<file path="config.mk">
export PLATFORM = sky130hd
export DESIGN_NAME = conv3x3_stream_engine
export DESIGN_NICKNAME = d
export VERILOG_FILES = /design/src/rtl/conv3x3_stream_engine.sv
export SDC_FILE = /design/constraint.sdc
export NUM_CORES = 2
export LEC_CHECK = 0
export ABC_AREA = 1
export BUFFER_PORTS_ARGS = -buffer_cell sky130_fd_sc_hd__buf_4
export CAP_MARGIN = 20
export CORE_ASPECT_RATIO = 0.5
export CORE_MARGIN = 2
export CORE_UTILIZATION = 65
export CTS_BUF_LIST = sky130_fd_sc_hd__clkbuf_8
export CTS_CLUSTER_SIZE = 16
export DETAILED_ROUTE_END_ITERATION = 16
export GPL_ROUTABILITY_DRIVEN = 0
export PLACE_DENSITY = 0.82
export SLEW_MARGIN = 20
export SYNTH_ARGS = -nofsm -noshare
export SYNTH_HDL_FRONTEND = slang
export SYNTH_SLANG_ARGS = --single-unit
</file>
<file path="constraint.sdc">
create_clock -name clk -period 17.8 [get_ports clk]
set_input_delay 3.56 -clock clk [delete_from_list [all_inputs] [get_ports clk]]
set_output_delay 3.56 -clock clk [all_outputs]
set_load 0.05 [all_outputs]
</file>
<file path="src/rtl/conv3x3_stream_engine.sv">
// conv3x3_stream_engine: streaming 3x3 convolution for one pixel channel.
// AXI-Stream in/out with full backpressure, runtime weights/bias, and frame tracking
// that emits only interior windows. The output pipeline has three stages: products,
// adder tree with bias, then shift and saturate.
// Build option: define CONV_RELU_EN to clamp negative results to 0 after saturation.
module conv3x3_stream_engine #(
  parameter int DATA_WIDTH = 8,
  parameter int W_WIDTH    = 8,
  parameter int OUT_WIDTH  = 32,
  parameter int IMG_WIDTH  = 28,
  parameter int IMG_HEIGHT = 28,
  parameter int OUT_SHIFT  = 0
) (
  input  logic                  clk,
  input  logic                  rst,
  input  logic [DATA_WIDTH-1:0] s_axis_tdata,
  input  logic                  s_axis_tvalid,
  output logic                  s_axis_tready,
  input  logic                  s_axis_tlast,
  output logic [OUT_WIDTH-1:0]  m_axis_tdata,
  output logic                  m_axis_tvalid,
  input  logic                  m_axis_tready,
  output logic                  m_axis_tlast,
  input  logic                  cfg_we,
  input  logic [3:0]            cfg_addr,
  input  logic [31:0]           cfg_wdata,
  output logic                  busy,
  output logic                  frame_err
);

  localparam int PROD_W = DATA_WIDTH + W_WIDTH + 1;
  localparam int ACC_W  = DATA_WIDTH + W_WIDTH + 5;
  // Leave room for the full 32-bit bias on top of the product sum.
  localparam int SUM_W  = ((ACC_W > 32) ? ACC_W : 32) + 1;
  localparam int COL_W  = $clog2(IMG_WIDTH);
  localparam int ROW_W  = $clog2(IMG_HEIGHT);

  logic                        pipe_en, accept;
  logic [COL_W-1:0]            col;
  logic [ROW_W-1:0]            row;
  logic                        at_end, in_win, s1_vld, s1_last, drain_done, end_pend;
  logic [3:1]                  vld_pipe, last_pipe;
  logic [DATA_WIDTH-1:0]       lb0 [IMG_WIDTH];
  logic [DATA_WIDTH-1:0]       lb1 [IMG_WIDTH];
  logic [DATA_WIDTH-1:0]       win     [3][3];
  logic [DATA_WIDTH-1:0]       win_nxt [3][3];
  logic signed [W_WIDTH-1:0]   wgt [9];
  logic signed [31:0]          bias;
  logic signed [PROD_W-1:0]    prod [9];
  logic signed [SUM_W-1:0]     sum_c, acc2, shifted;
  logic signed [OUT_WIDTH-1:0] sat_v, res_v, out_q;

  // A stalled output freezes the whole pipeline, input included.
  assign pipe_en       = !m_axis_tvalid || m_axis_tready;
  assign s_axis_tready = pipe_en && !rst;
  assign accept        = s_axis_tvalid && s_axis_tready;

  assign at_end  = (row == ROW_W'(IMG_HEIGHT-1)) && (col == COL_W'(IMG_WIDTH-1));
  assign in_win  = (row >= ROW_W'(2)) && (col >= COL_W'(2));
  assign s1_vld  = accept && in_win;
  assign s1_last = s1_vld && at_end;

  // Pipeline drains empty on this edge: nothing left behind the output register.
  assign drain_done = pipe_en && !vld_pipe[1] && !vld_pipe[2];

  assign m_axis_tvalid = vld_pipe[3];
  assign m_axis_tlast  = last_pipe[3];
  assign m_axis_tdata  = out_q;

  // Raster position, frame-error flag and busy tracking.
  always_ff @(posedge clk) begin
    if (rst) begin
      col       <= '0;
      row       <= '0;
      busy      <= 1'b0;
      end_pend  <= 1'b0;
      frame_err <= 1'b0;
    end else begin
      if (accept) begin
        if (s_axis_tlast != at_end) frame_err <= 1'b1;
        if (s_axis_tlast && !at_end) begin
          col <= '0;
          row <= '0;
        end else if (col == COL_W'(IMG_WIDTH-1)) begin
          col <= '0;
          row <= (row == ROW_W'(IMG_HEIGHT-1)) ? '0 : row + 1'b1;
        end else begin
          col <= col + 1'b1;
        end
        busy     <= 1'b1;
        end_pend <= s_axis_tlast || at_end;
      end else if (end_pend && drain_done) begin
        busy     <= 1'b0;
        end_pend <= 1'b0;
      end
    end
  end

  // Line buffers: lb0 holds the previous line, lb1 the one before it.
  always_ff @(posedge clk) begin
    if (accept) begin
      lb1[col] <= lb0[col];
      lb0[col] <= s_axis_tdata;
    end
  end

  // Window as it will be after this beat; products are taken from it directly.
  always_comb begin
    for (int r = 0; r < 3; r++)
      for (int c = 0; c < 2; c++)
        win_nxt[r][c] = win[r][c+1];
    win_nxt[0][2] = lb1[col];
    win_nxt[1][2] = lb0[col];
    win_nxt[2][2] = s_axis_tdata;
  end

  // 3x3 window shift register, advanced once per accepted beat.
  always_ff @(posedge clk) begin
    if (accept) win <= win_nxt;
  end

  // Weight/bias registers; writes are ignored while a frame is in progress.
  always_ff @(posedge clk) begin
    if (rst) begin
      for (int k = 0; k < 9; k++)
        wgt[k] <= (k == 4) ? W_WIDTH'(8) : {W_WIDTH{1'b1}};
      bias <= '0;
    end else if (cfg_we && !busy) begin
      for (int k = 0; k < 9; k++)
        if (cfg_addr == 4'(k)) wgt[k] <= cfg_wdata[W_WIDTH-1:0];
      if (cfg_addr == 4'd9) bias <= cfg_wdata;
    end
  end

  // Valid/last shift register across the three stages.
  always_ff @(posedge clk) begin
    if (rst) begin
      vld_pipe  <= '0;
      last_pipe <= '0;
    end else if (pipe_en) begin
      vld_pipe  <= {vld_pipe[2:1], s1_vld};
      last_pipe <= {last_pipe[2:1], s1_last};
    end
  end

  // Adder tree plus sign-extended bias.
  always_comb begin
    sum_c = SUM_W'(bias);
    for (int k = 0; k < 9; k++) sum_c = sum_c + SUM_W'(prod[k]);
  end

  // S1 products (pixel zero-extended) and S2 accumulator.
  always_ff @(posedge clk) begin
    if (pipe_en) begin
      for (int k = 0; k < 9; k++)
        prod[k] <= $signed({1'b0, win_nxt[k/3][k%3]}) * wgt[k];
      acc2 <= sum_c;
    end
  end

  assign shifted = acc2 >>> OUT_SHIFT;

  generate
    if (OUT_WIDTH >= SUM_W) begin : g_nosat
      assign sat_v = OUT_WIDTH'(shifted);
    end else begin : g_sat
      localparam logic signed [SUM_W-1:0] MAXV =
        {{(SUM_W-OUT_WIDTH+1){1'b0}}, {(OUT_WIDTH-1){1'b1}}};
      localparam logic signed [SUM_W-1:0] MINV = ~MAXV;
      assign sat_v = (shifted > MAXV) ? {1'b0, {(OUT_WIDTH-1){1'b1}}} :
                     (shifted < MINV) ? {1'b1, {(OUT_WIDTH-1){1'b0}}} :
                     shifted[OUT_WIDTH-1:0];
    end
  endgenerate

`ifdef CONV_RELU_EN
  assign res_v = sat_v[OUT_WIDTH-1] ? '0 : sat_v;
`else
  assign res_v = sat_v;
`endif

  // S3 output data register; held while the consumer stalls.
  always_ff @(posedge clk) begin
    if (rst) out_q <= '0;
    else if (pipe_en) out_q <= res_v;
  end

endmodule

</file>
==> summary.txt <==
Timing
  – Final count of pins violating max slew: 0
  – Clk_skew: between 70 and 80 ps
  – Fmax: ~0.13 GHz
  – Final Setup Violations: 0
  – Period utilisation layout: 0.4478
  – Final hold violation count: 0
  – Setup TNS: 0 ps
  – Min Tclk post-route: roughly 8000 ps
  – RSZ-0062 raised after global routing: false
  – Worst-Margin Slew: between 1000 and 1500 ps
  – Max_slew headroom: 0.2478

CTS
  – Hold bufs inserted after CTS: 0
  – Worst-path clk slew: about 70 ps
  – CTS tree: yes
  – Root buf cell: clkbuf_8
  – Cts repair resizes: 0
  – CTS H-tree lvls: 3
  – # clock sinks: ~840
  – Longest Clk Path Bufs: 3
  – Post-CTS Setup Inserts: 0
  – Total CTS buffers: about 120
  – Worst skew pair latency: about 880 ps

Global route
  – Pin count of the biggest net entering global routing: 130
  – Remaining Overflow, GRT: 0
  – Number of global-route vias before repair: about 44000
  – First-pass GRT wire length: 233800 um
  – Antenna violations before repair: 4
  – GRT Total Usage: 0.3219

Floorplan
  – Die H: 218.2 um
  – Core Region: slightly above 90000 um2
  – Site row count: just under 80
  – Die Area: about 94000 um2
  – Ports: 87
  – Die width: between 400 and 500 um
  – Starting Density: 0.6573

Worst setup path
  – Critical path peak fanout: 9
  – Critical path class: primary input to output port
  – Worst-path cell chain: buf_4, nor2_2, nor2_1, buf_4
  – R2r setup slk: between 10000 and 15000 ps
  – CP Launch Type: primary input
  – Critical Path RT: ~14000 ps
  – Cell mode on critical path: buf_4
  – WP data arrival: around 4400 ps
  – RR Endpoint: prod[0][101]
  – R2r worst-path depth: 22
  – Crit. End Element: output port
  – CP max stage delay: around 400 ps
  – CP max stage cell: nor2_2

Drt
  – Initial DRT Pass Iterations: 10
  – DR vias: roughly 43000
  – DR vias/cell: roughly 5.7
  – Iter 0 DRT Violations: 5182
  – Post-DRT Antenna Nets: 0
  – Total Wirelength: 148500 um
  – Wire per inst: approximately 20 um
  – # DRC: 0

Run status
  – Status: finished, final reports clean

Finish
  – Area growth syn-to-layout: 6.531%
  – Share of cells above drive strength 1: 0.05981
  – Utilization after layout: 0.7002
  – Nets@finish: between 7000 and 8000

Yosys
  – Post-Syn Nets: between 7000 and 8000
  – Mapped Avg Cell Area: roughly 9.5 um2
  – Yosys reg bits: ~840
  – Post-Syn Instances: 6268
  – Synth Warn #: 0
  – Syn Std Cell Area: just under 60000 um2
  – Netlist cell types: 40
  – Seq/Total Area, Yosys: 0.4090

Placed design
  – PortBufs: 86
  – DPL Wire Length: 106900 um

Min path
  – Hold wc startpoint: frame_err
  – Worst Hold Path EP: frame_err
  – Hold Crit Class: flop to flop
  – Hold Path Stages: 2

Flow run
  – Max_cap viols: 0
[flip-flops by register name, indices dropped and copies added, names as in the netlist, named ones only]
name	flops
last_pipe	3
lb1	224
frame_err	1
win	48
bias	32
lb0	224
wgt	72
col	5
prod	153
acc2	33
end_pend	1
vld_pipe	3
row	5
m_axis_tdata	32
busy	1
[cell families after synthesis]
family | Yosys count | synth area share
buf+inv | 1567 | 0.1022
flops | 842 | 0.4090
fa+ha+maj | 970 | 0.2713
simple gates | 2314 | 0.1592
compound gates | 453 | 0.04037
xor+xnor | 122 | 0.01791
[layer usage]
layer  GRT usage  wire (um)  part of all wire
met4      0.1393       6408             0.043
met5           0         13          0.000088
met2      0.5196      68940              0.46
met1      0.4186      55690              0.37
met3     0.07857      17500              0.12
[final cells by class]
| cell class | instances | area, um2 |
|---|---|---|
| diodes | 2 | 5.005 |
| clock buffers | 120 | 1652 |
| clock inverters | 97 | 737.0 |
| fillers | 6355 | 27210 |
| inverters | 1341 | 5049 |
| multi-input cells | 3859 | 29220 |
| flip-flops and latches | 842 | 24410 |
| well taps | 1200 | 1501 |
| repair buffers | 128 | 979.7 |
[worst max path at each step]
| stage | from | endpoint | slack (ps) | cells past startpoint |
|---|---|---|---|---|
| floorplan | m_axis_tready | acc2[0] | 8060 | 4 |
| global placement | m_axis_tready | s_axis_tready | 9860 | 4 |
| detailed placement | m_axis_tready | s_axis_tready | 9820 | 4 |
| CTS | m_axis_tready | s_axis_tready | 9820 | 4 |
| global route | m_axis_tready | s_axis_tready | 9740 | 4 |
| finish | m_axis_tready | s_axis_tready | 9830 | 4 |
[cells in the final DEF (no fill, tap or decap), types with 3 or more instances in the layout]
master and count:
nand2_1 1472, inv_1 1367, edfxtp_1 754, fa_1 539, ha_1 431, nand3_1 372
nor2_1 326, a21oi_1 236, o21ai_0 144, buf_4 125, clkbuf_8 120, dfxtp_1 85
xor2_1 82, or2_2 41, xnor2_1 40, clkinv_1 28, a31oi_1 26, nand2_2 25
o21bai_1 21, nand4_1 21, nor3_1 18, clkinv_2 14, nand3_2 10, a21o_1 10
inv_2 9, nor2_2 8, bufinv_16 8, and2_1 7, or2_1 6, o21ai_1 5
o211ai_1 3, and3_1 3, nor4_1 3, clkinv_16 3
[worst max-delay path: cells and delay by family]
family,cells,cell delay (ps)
buffers and inverters,2,330
AND/OR/NAND/NOR,2,520
[Yosys cell counts (all sizes together)]
| library cell | n | area, um2 |
|---|---|---|
| a211oi | 2 | 15.01 |
| a21o | 10 | 75.07 |
| a21oi | 236 | 1181 |
| a22oi | 1 | 7.510 |
| a31oi | 26 | 162.7 |
| a41o | 1 | 10.01 |
| and2 | 7 | 43.79 |
| and3 | 3 | 18.77 |
| buf | 82 | 520.5 |
| clkbuf | 144 | 540.5 |
| clkinv | 4 | 15.01 |
| dfxtp | 88 | 1762 |
| edfxtp | 754 | 22640 |
| fa | 539 | 10790 |
| ha | 431 | 5393 |
| inv | 1337 | 5021 |
| nand2 | 1497 | 5674 |
| nand3 | 382 | 1962 |
| nand4 | 21 | 131.4 |
| nor2 | 336 | 1266 |
| nor3 | 18 | 90.09 |
| nor4 | 3 | 18.77 |
| o211ai | 3 | 22.52 |
| o21ai | 149 | 745.7 |
| o21bai | 21 | 157.7 |
| o31ai | 3 | 22.52 |
| o41ai | 1 | 8.760 |
| or2 | 47 | 294.0 |
| xnor2 | 40 | 350.3 |
| xor2 | 82 | 718.2 |
[per-stage QoR]
step	instances	hold slack, ps	area [um2]	setup slack, ps
2_1_floorplan	6268	424.4	59660	8061
3_3_place_gp	7367	441.2	61090	9858
5_1_grt	7588	489.6	63550	9737
6_report	7589	461.8	63560	9830
4_1_cts	7585	458.5	63500	9820
3_5_place_dp	7368	447.6	61110	9823
Power is not shown: default switching activity piles up to over one toggle a cycle in this logic, so the estimate is an artifact.
